### config.mk
export PLATFORM = sky130hd
export DESIGN_NAME = link_failover_ctrl
export DESIGN_NICKNAME = d
export VERILOG_FILES = /design/src/rtl/link_failover_ctrl.sv
export SDC_FILE = /design/constraint.sdc
export NUM_CORES = 1
export LEC_CHECK = 0
export ABC_CLOCK_PERIOD_IN_PS = 2500
export BUFFER_PORTS_ARGS = -buffer_cell sky130_fd_sc_hd__buf_2
export CAP_MARGIN = 20
export CORE_MARGIN = 1
export CORE_UTILIZATION = 30
export CTS_BUF_LIST = sky130_fd_sc_hd__clkbuf_16
export DETAILED_ROUTE_END_ITERATION = 16
export HOLD_SLACK_MARGIN = 0.06
export SLEW_MARGIN = 30
export SYNTH_ARGS = -nofsm -noshare
export SYNTH_HDL_FRONTEND = slang
export SYNTH_SLANG_ARGS = --single-unit
### constraint.sdc
create_clock -name clk_25m -period 2.5 [get_ports clk_25m]
set_input_delay 0.125 -clock clk_25m [delete_from_list [all_inputs] [get_ports clk_25m]]
set_output_delay 0.125 -clock clk_25m [all_outputs]
set_load 0.005 [all_outputs]
### src/rtl/link_failover_ctrl.sv
// link_failover_ctrl: debounces the two PHY link-status lanes from the MDIO
// poller and selects the active uplink. The primary port is preferred. When
// revertive mode is enabled, the controller returns to the primary port after
// the primary link has been stable for a hold-off period. It also reports every
// change of selection as a pulse, a saturating event count and a sticky irq.
module link_failover_ctrl #(
  parameter int TICK_DIV  = 25000,
  parameter int DEB_MS    = 50,
  parameter int REVERT_MS = 1000,
  parameter int PRIMARY   = 0,
  parameter int REVERTIVE = 1
) (
  input  logic       clk_25m,
  input  logic       rst_n,
  input  logic [1:0] link_up,
  input  logic       irq_clr,
  output logic [1:0] link_db,
  output logic       active_port,
  output logic       active_valid,
  output logic       switch_pulse,
  output logic [7:0] sw_count,
  output logic       irq
);

  localparam logic [15:0] TICK_LAST = 16'(TICK_DIV - 1);
  localparam logic [15:0] DEB_LAST  = 16'(DEB_MS - 1);
  localparam logic [15:0] REV_LAST  = 16'(REVERT_MS - 1);
  localparam logic        PRI       = (PRIMARY != 0);
  localparam logic        SEC       = (PRIMARY == 0);
  localparam logic        REV_EN    = (REVERTIVE != 0);

  typedef enum logic [1:0] {S_NONE, S_PRI, S_SEC, S_HOLD} state_t;

  logic [15:0] presc_q, presc_d;
  logic        tick;
  logic [15:0] deb_cnt_q [2];
  logic [15:0] deb_cnt_d [2];
  logic [1:0]  link_db_q, link_db_d;
  state_t      state_q, state_d;
  logic [15:0] rev_cnt_q, rev_cnt_d;
  logic        active_port_q, active_port_d;
  logic        active_valid_q, active_valid_d;
  logic [1:0]  prev_sel_q, prev_sel_d;
  logic        switch_pulse_q, switch_pulse_d;
  logic [7:0]  sw_count_q, sw_count_d;
  logic        irq_q, irq_d;

  // Millisecond prescaler: one-cycle tick at the end of each period.
  always_comb begin
    tick    = (presc_q == TICK_LAST);
    presc_d = tick ? 16'd0 : presc_q + 16'd1;
  end

  // Per-lane debounce: a lane must disagree for DEB_MS ticks to be accepted.
  always_comb begin
    link_db_d = link_db_q;
    for (int i = 0; i < 2; i++) begin
      deb_cnt_d[i] = deb_cnt_q[i];
      if (link_up[i] == link_db_q[i]) begin
        deb_cnt_d[i] = 16'd0;
      end else if (tick) begin
        if (deb_cnt_q[i] == DEB_LAST) begin
          link_db_d[i] = ~link_db_q[i];
          deb_cnt_d[i] = 16'd0;
        end else begin
          deb_cnt_d[i] = deb_cnt_q[i] + 16'd1;
        end
      end
    end
  end

  // Port-selection FSM; outputs are registered from the next state.
  always_comb begin
    state_d        = state_q;
    rev_cnt_d      = rev_cnt_q;
    active_port_d  = active_port_q;
    active_valid_d = active_valid_q;
    case (state_q)
      S_NONE: begin
        if (link_db_q[PRI])      state_d = S_PRI;
        else if (link_db_q[SEC]) state_d = S_SEC;
      end
      S_PRI: begin
        if (!link_db_q[PRI]) state_d = link_db_q[SEC] ? S_SEC : S_NONE;
      end
      S_SEC: begin
        if (!link_db_q[SEC]) begin
          state_d = link_db_q[PRI] ? S_PRI : S_NONE;
        end else if (link_db_q[PRI] && REV_EN) begin
          state_d   = S_HOLD;
          rev_cnt_d = 16'd0;
        end
      end
      S_HOLD: begin
        if (!link_db_q[SEC]) begin
          state_d = S_PRI;
        end else if (!link_db_q[PRI]) begin
          state_d = S_SEC;
        end else if (tick) begin
          if (rev_cnt_q == REV_LAST) begin
            state_d   = S_PRI;
            rev_cnt_d = 16'd0;
          end else begin
            rev_cnt_d = rev_cnt_q + 16'd1;
          end
        end
      end
      default: state_d = S_NONE;
    endcase
    case (state_d)
      S_NONE: active_valid_d = 1'b0;
      S_PRI: begin
        active_valid_d = 1'b1;
        active_port_d  = PRI;
      end
      default: begin
        active_valid_d = 1'b1;
        active_port_d  = SEC;
      end
    endcase
  end

  // Event reporting: pulse the cycle after the selection changes, then count and flag it.
  always_comb begin
    prev_sel_d     = {active_valid_q, active_port_q};
    switch_pulse_d = ({active_valid_q, active_port_q} != prev_sel_q);
    sw_count_d     = sw_count_q;
    if (switch_pulse_q && (sw_count_q != 8'hFF)) sw_count_d = sw_count_q + 8'd1;
    irq_d          = switch_pulse_q | (irq_q & ~irq_clr);
  end

  // State registers with asynchronous active-low reset.
  always_ff @(posedge clk_25m or negedge rst_n) begin
    if (!rst_n) begin
      presc_q        <= 16'd0;
      deb_cnt_q[0]   <= 16'd0;
      deb_cnt_q[1]   <= 16'd0;
      link_db_q      <= 2'b00;
      state_q        <= S_NONE;
      rev_cnt_q      <= 16'd0;
      active_port_q  <= PRI;
      active_valid_q <= 1'b0;
      prev_sel_q     <= {1'b0, PRI};
      switch_pulse_q <= 1'b0;
      sw_count_q     <= 8'd0;
      irq_q          <= 1'b0;
    end else begin
      presc_q        <= presc_d;
      deb_cnt_q[0]   <= deb_cnt_d[0];
      deb_cnt_q[1]   <= deb_cnt_d[1];
      link_db_q      <= link_db_d;
      state_q        <= state_d;
      rev_cnt_q      <= rev_cnt_d;
      active_port_q  <= active_port_d;
      active_valid_q <= active_valid_d;
      prev_sel_q     <= prev_sel_d;
      switch_pulse_q <= switch_pulse_d;
      sw_count_q     <= sw_count_d;
      irq_q          <= irq_d;
    end
  end

  assign link_db      = link_db_q;
  assign active_port  = active_port_q;
  assign active_valid = active_valid_q;
  assign switch_pulse = switch_pulse_q;
  assign sw_count     = sw_count_q;
  assign irq          = irq_q;

endmodule
==> results of run 1 <==
power groups by stage:
stage	registers (mW)	clock network, mW	logic (mW)
2_1_floorplan	1.49	0	0.157
3_3_place_gp	1.49	0	0.289
3_5_place_dp	1.50	0	0.295
4_1_cts	1.47	1.30	0.299
5_1_grt	1.48	1.35	0.337
6_report	1.47	1.26	0.293
worst max-delay path by stage:
stage | from | to | slack, ns | cells past startpoint
floorplan | rev_cnt_q[0] | rev_cnt_q[13] | 0.53 | 7
detailed placement | presc_q[0] | rev_cnt_q[9] | 0.33 | 6
global placement | presc_q[0] | rev_cnt_q[13] | 0.34 | 6
global route | presc_q[0] | rev_cnt_q[3] | 0.15 | 6
finish | presc_q[0] | rev_cnt_q[3] | 0.31 | 6
CTS | presc_q[0] | rev_cnt_q[9] | 0.31 | 6
layout by cell type, fill, tap and decap left out, types with 3 or more instances in the layout:
cell type and n:
a21o_1 8, a21oi_1 23, a22o_1 5, and2_1 3, and3_1 12, and4_1 8, and4bb_2 3, buf_2 17
buf_4 11, clkbuf_16 9, dfrtp_1 82, ha_1 7, inv_1 16, mux2_2 4, mux2i_1 4, nand2_1 44
nand2b_1 4, nand3_1 36, nand4_1 17, nor2_1 24, nor3_1 19, nor3b_1 3, nor4_1 12, o211ai_1 5
o21ai_0 34, o31ai_1 4, o41ai_1 6, or3_1 9, or4_1 5, xnor2_1 18, xor2_1 7
kinds of logic after synthesis:
group                    count (synthesis)  synth area share, %
AND/OR/NAND/NOR                        216                 28.3
AO/OA/AOI/OAI                           91                 12.7
flip-flops                              82                 47.1
buffers and inverters                   29                 2.79
XOR/XNOR                                25                 5.03
multiplexers                             8                 1.95
adder cells (fa/ha/maj)                  7                 2.01
worst register-to-register path, stage by stage (launching register included):
cell,delay [ns]
dfrtp_1,0.37
ha_1,0.23
and4bb_2,0.29
nand4_4,0.25
or2_1,0.40
or4_1,0.48
o21ai_0,0.09
metal layers:
layer  up-vias  GRT usage (%)
li1       1757              -
met1      1730           18.2
met2        77           21.7
met3        10           4.09
met4         0           4.12
met5         -              0
flip-flops by register name (all words and copies together) (netlist names):
register,count
irq,1
deb_cnt_q,32
active_valid,1
presc_q,16
state_q,2
prev_sel_q,2
switch_pulse,1
active_port,1
rev_cnt_q,16
sw_count,8
link_db,2
final cells by class:
cell class	instances	area (µm²)	area share [%]
clock buffers	9	225	4.52
clock inverters	5	47.5	0.955
inverters	16	60.1	1.21
multi-input cells	347	2180	43.8
flip-flops and latches	82	2050	41.2
well taps	180	225	4.52
repair buffers	30	188	3.77
through the flow:
stage / util, % / instances / area [µm²] / hold slack, ns
finish: 35.4 / 669 / 4980 / 0.0797
global route: 35.4 / 669 / 4980 / 0.0838
CTS: 35.4 / 669 / 4980 / 0.0762
detailed placement: 33.4 / 653 / 4680 / 0.165
global placement: 33.4 / 653 / 4680 / 0.169
floorplan: - / 458 / 4350 / -0.171
==> reports/qor.csv, run 1 <==
metric,value,unit
cts_tree,yes,
synth_top_area_share,47.1,%
synthArstFlopShare,100,%
overflow,0,
r2r_start,presc_q[0],
drc,0,
synthTopCellsByArea,"dfrtp_1, nand3_1, o21ai_0",
htree_levels,3,
cts_buffers,9,
cp_data_required_time,2.75,ns
crit_type,reg -> reg,
slowest_stage,or4_1,
drt_iter0_drc,162,
cts_hold_buffers,2,
cp-end-kind,flop,
cp_top_family,simple AND/OR/NAND/NOR gates,
yosysWarningCount,0,
cp_max_fo,14,
initial_core_util,31.0,%
max_slew.worst_pin.slew,0.613,ns
dieWidth,122,µm
yosysMostFrequentCell,dfrtp_1,
synth_commonest_cells,"dfrtp_1, nand2_1, nand3_1",
synth_ff_type,dfrtp_1,
portBuffers,18,
slew_headroom,58.9,%
wl_met1,4520,µm
crit_arrival,2.44,ns
num_vias,3574,
final_hold_viol_count,0,
reg2reg_slack,0.31,ns
synth_seq_cells,82,
vdd_drop_max,0.323,mV
antenna_left,0,
path_clk_slew,0.06,ns
path_buf_inv,0,
fill_cells,1395,
synth_area_per_cell,9.50,µm²
grt_pass1_vias,3457,
diodes,0,
hpwl,6610,µm
p_leak,2.04,nW
seqPwrFrac,48.6,%
fin_skew,0.00565,ns
power_density,609,nW/µm²
status,completed,
place_congestion,0.828,
clk_path_buf_depth,2,
p_clk_share,41.7,%
drive_above_1_share,11.2,%
grt_usage,13.8,%
mappedNetlistArea,4350,µm²
p_int,2.29,mW
postCtsSetupBuffers,0,
ys_seq_area_share,47.1,%
antenna_found_initial,0,
min_period,2.19,ns
r2r_cells,6,
hp-class,in -> reg,
tns,0,ns
rsz0062_at_grt,false,
wl_per_cell,14.2,µm
synth-edff-count,0,
setup_violations,0,
dr_wl_met3,424,µm
synthCells,458,
total_power,3.03,mW
area_growth,14.3,%
core_area,14000,µm²
yosys.area.top_type,dfrtp_1,
period_share,87.6,%
io_pins,19,
worstSetupStartpointType,flop,
first_pass_iters,4,
slowest_delay,0.48,ns
cp_cell_sequence,"ha_1, and4bb_2, nand4_4, or2_1, or4_1, o21ai_0",
reg2reg_to,rev_cnt_q[3],
final_nets,498,
grt_max_degree,45,
p_sw_share,24.5,%
synth_cell_types,52,
max_freq,457,MHz
wl_met2,4440,µm
cts_resized,0,
p_comb_share,9.7,%
p_switching,0.741,mW
numClockSinks,82,
drt-total-wl,9500,µm
viasPerCell,5.34,
place_ws,0.326,ns
rows,43,
holdPathEnd,link_db[1],
fp.dieArea,15000,µm²
layout_setup_ws,0.310,ns
synth.net_count,470,
highest_layer,met4,
root_buffer,clkbuf_16,
max_cap_viol_count,0,
die_h,122,µm
maxSlewViolCount,0,
min_from,link_up[1],
clk_latency,0.34,ns
grt_pass1_wl,16400,µm
whs_path_depth,2,
Power figures use the tool's default switching activity.
==> run 2: changes to the inputs <==
Settings changed: CORE_ASPECT_RATIO from default to 1.4, CORE_UTILIZATION 30 to 60, PLACE_DENSITY from default to 0.78.
==> reports/qor.csv, run 2 (synthesis results as in run 1) <==
metric,value,unit
p_leak,2.04,nW
cts_hold_buffers,3,
overflow,0,
antenna_left,0,
final_nets,495,
grt_max_degree,83,
numClockSinks,82,
min_period,2.28,ns
crit_arrival,2.52,ns
period_share,91.2,%
final_hold_viol_count,0,
cp_cell_sequence,"ha_1, and4bb_2, nand4_4, buf_4, nor3_2, nand2_1, o21ai_0",
crit_type,reg -> reg,
clk_path_buf_depth,2,
fin_skew,0.00743,ns
grt_usage,26.5,%
setup_violations,0,
layout_common_cells,"dfrtp_1, nand2_1, nand3_1",
num_vias,3654,
dieWidth,74.0,µm
rsz0062_at_grt,false,
htree_levels,3,
cts_tree,yes,
io_pins,19,
fp.dieArea,7600,µm²
wl_per_cell,15.7,µm
reg_top3,"deb_cnt_q (32), presc_q (16), rev_cnt_q (16)",
reg2reg_to,deb_cnt_q[23],
r2r_start,presc_q[0],
vdd_drop_max,0.376,mV
grt_pass1_wl,15500,µm
final_util,69.6,%
die_h,103,µm
clk_latency,0.34,ns
max_slew.worst_pin.slew,0.717,ns
initial_core_util,62.3,%
root_buffer,clkbuf_16,
path_clk_slew,0.06,ns
cp_top_family,simple AND/OR/NAND/NOR gates,
cp-end-kind,flop,
antenna_found_initial,0,
top_register,deb_cnt_q,
reg2reg_slack,0.22,ns
drc,0,
viasPerCell,6.27,
final_common_cell,dfrtp_1,
drt-total-wl,9160,µm
portBuffers,18,
tns,0,ns
slowest_stage,nor3_2,
core_area,6980,µm²
worstSetupStartpointType,flop,
hp-class,in -> reg,
drive_above_1_share,10.2,%
max_freq,438,MHz
min_from,link_up[1],
maxSlewViolCount,0,
slew_headroom,51.9,%
first_pass_iters,5,
slowest_delay,0.53,ns
cts_buffers,9,
area_growth,11.7,%
grt_pass1_vias,3463,
whs_path_depth,2,
largest_register_ffs,32,
cp_data_required_time,2.74,ns
cts_resized,0,
holdPathEnd,link_db[1],
diodes,0,
place_congestion,0.909,
drt_iter0_drc,201,
rows,36,
max_cap_viol_count,0,
cp_max_fo,11,
postCtsSetupBuffers,0,
power_density,618,nW/µm²
r2r_cells,7,
status,completed,
hpwl,6160,µm
path_buf_inv,1,
## run 2: cell types whose count changed in the layout (fill, tap and decap cells not counted), sizes merged
| cell | delta |
|---|---|
| inv | +3 |
| buf | -4 |
| clkinv | -1 |
| dlygate4sd3 | +1 |
## run 2: worst register-to-register path: stages (launching register included)
cell	delay [ns]
dfrtp_1	0.37
ha_1	0.24
and4bb_2	0.29
nand4_4	0.16
buf_4	0.23
nor3_2	0.53
nand2_1	0.13
o21ai_0	0.23
## run 2: cell type report
type,instances,area (µm²)
clock buffers,9,225
clock inverters,7,53.8
fillers,535,2120
inverters,16,60.1
multi-input cells,347,2180
flip-flops and latches,82,2050
well taps,95,119
repair buffers,27,171
## run 2: power breakdown
| part | internal (mW) | switching [mW] |
|---|---|---|
| Combinational | 0.138 | 0.151 |
| Sequential | 1.40 | 0.0726 |
| Clock | 0.753 | 0.491 |
## run 2: worst max-delay path by stage
stage / depth (start not counted) / start / endpoint / slack [ns]
after global placement: 7 / presc_q[0] / deb_cnt_q[20] / 0.42
after global routing: 7 / presc_q[0] / deb_cnt_q[23] / 0.07
final: 7 / presc_q[0] / deb_cnt_q[23] / 0.22
after CTS: 7 / presc_q[0] / deb_cnt_q[23] / 0.23
after floorplan: 7 / rev_cnt_q[0] / rev_cnt_q[13] / 0.53
after detailed placement: 7 / presc_q[0] / deb_cnt_q[20] / 0.31
## run 2: stage by stage
stage / std cells / setup WS (ns) / total power, mW / hold slack (ns) / instance area (µm²)
6_report: 583 / 0.219 / 3.00 / 0.0947 / 4860
3_3_place_gp: 564 / 0.423 / 1.77 / 0.355 / 4550
2_1_floorplan: 458 / 0.527 / 1.65 / -0.171 / 4350
5_1_grt: 583 / 0.0714 / 3.14 / 0.0987 / 4860
3_5_place_dp: 564 / 0.307 / 1.78 / 0.217 / 4550
4_1_cts: 583 / 0.235 / 3.04 / 0.0925 / 4860
## run 2: per-layer routing
metal,up-vias,global-route usage (%),wire length [µm]
li1,1748,-,-
met1,1785,33.9,4010
met2,103,44.2,4620
met3,18,4.50,363
met4,0,10.8,169
met5,-,0,0
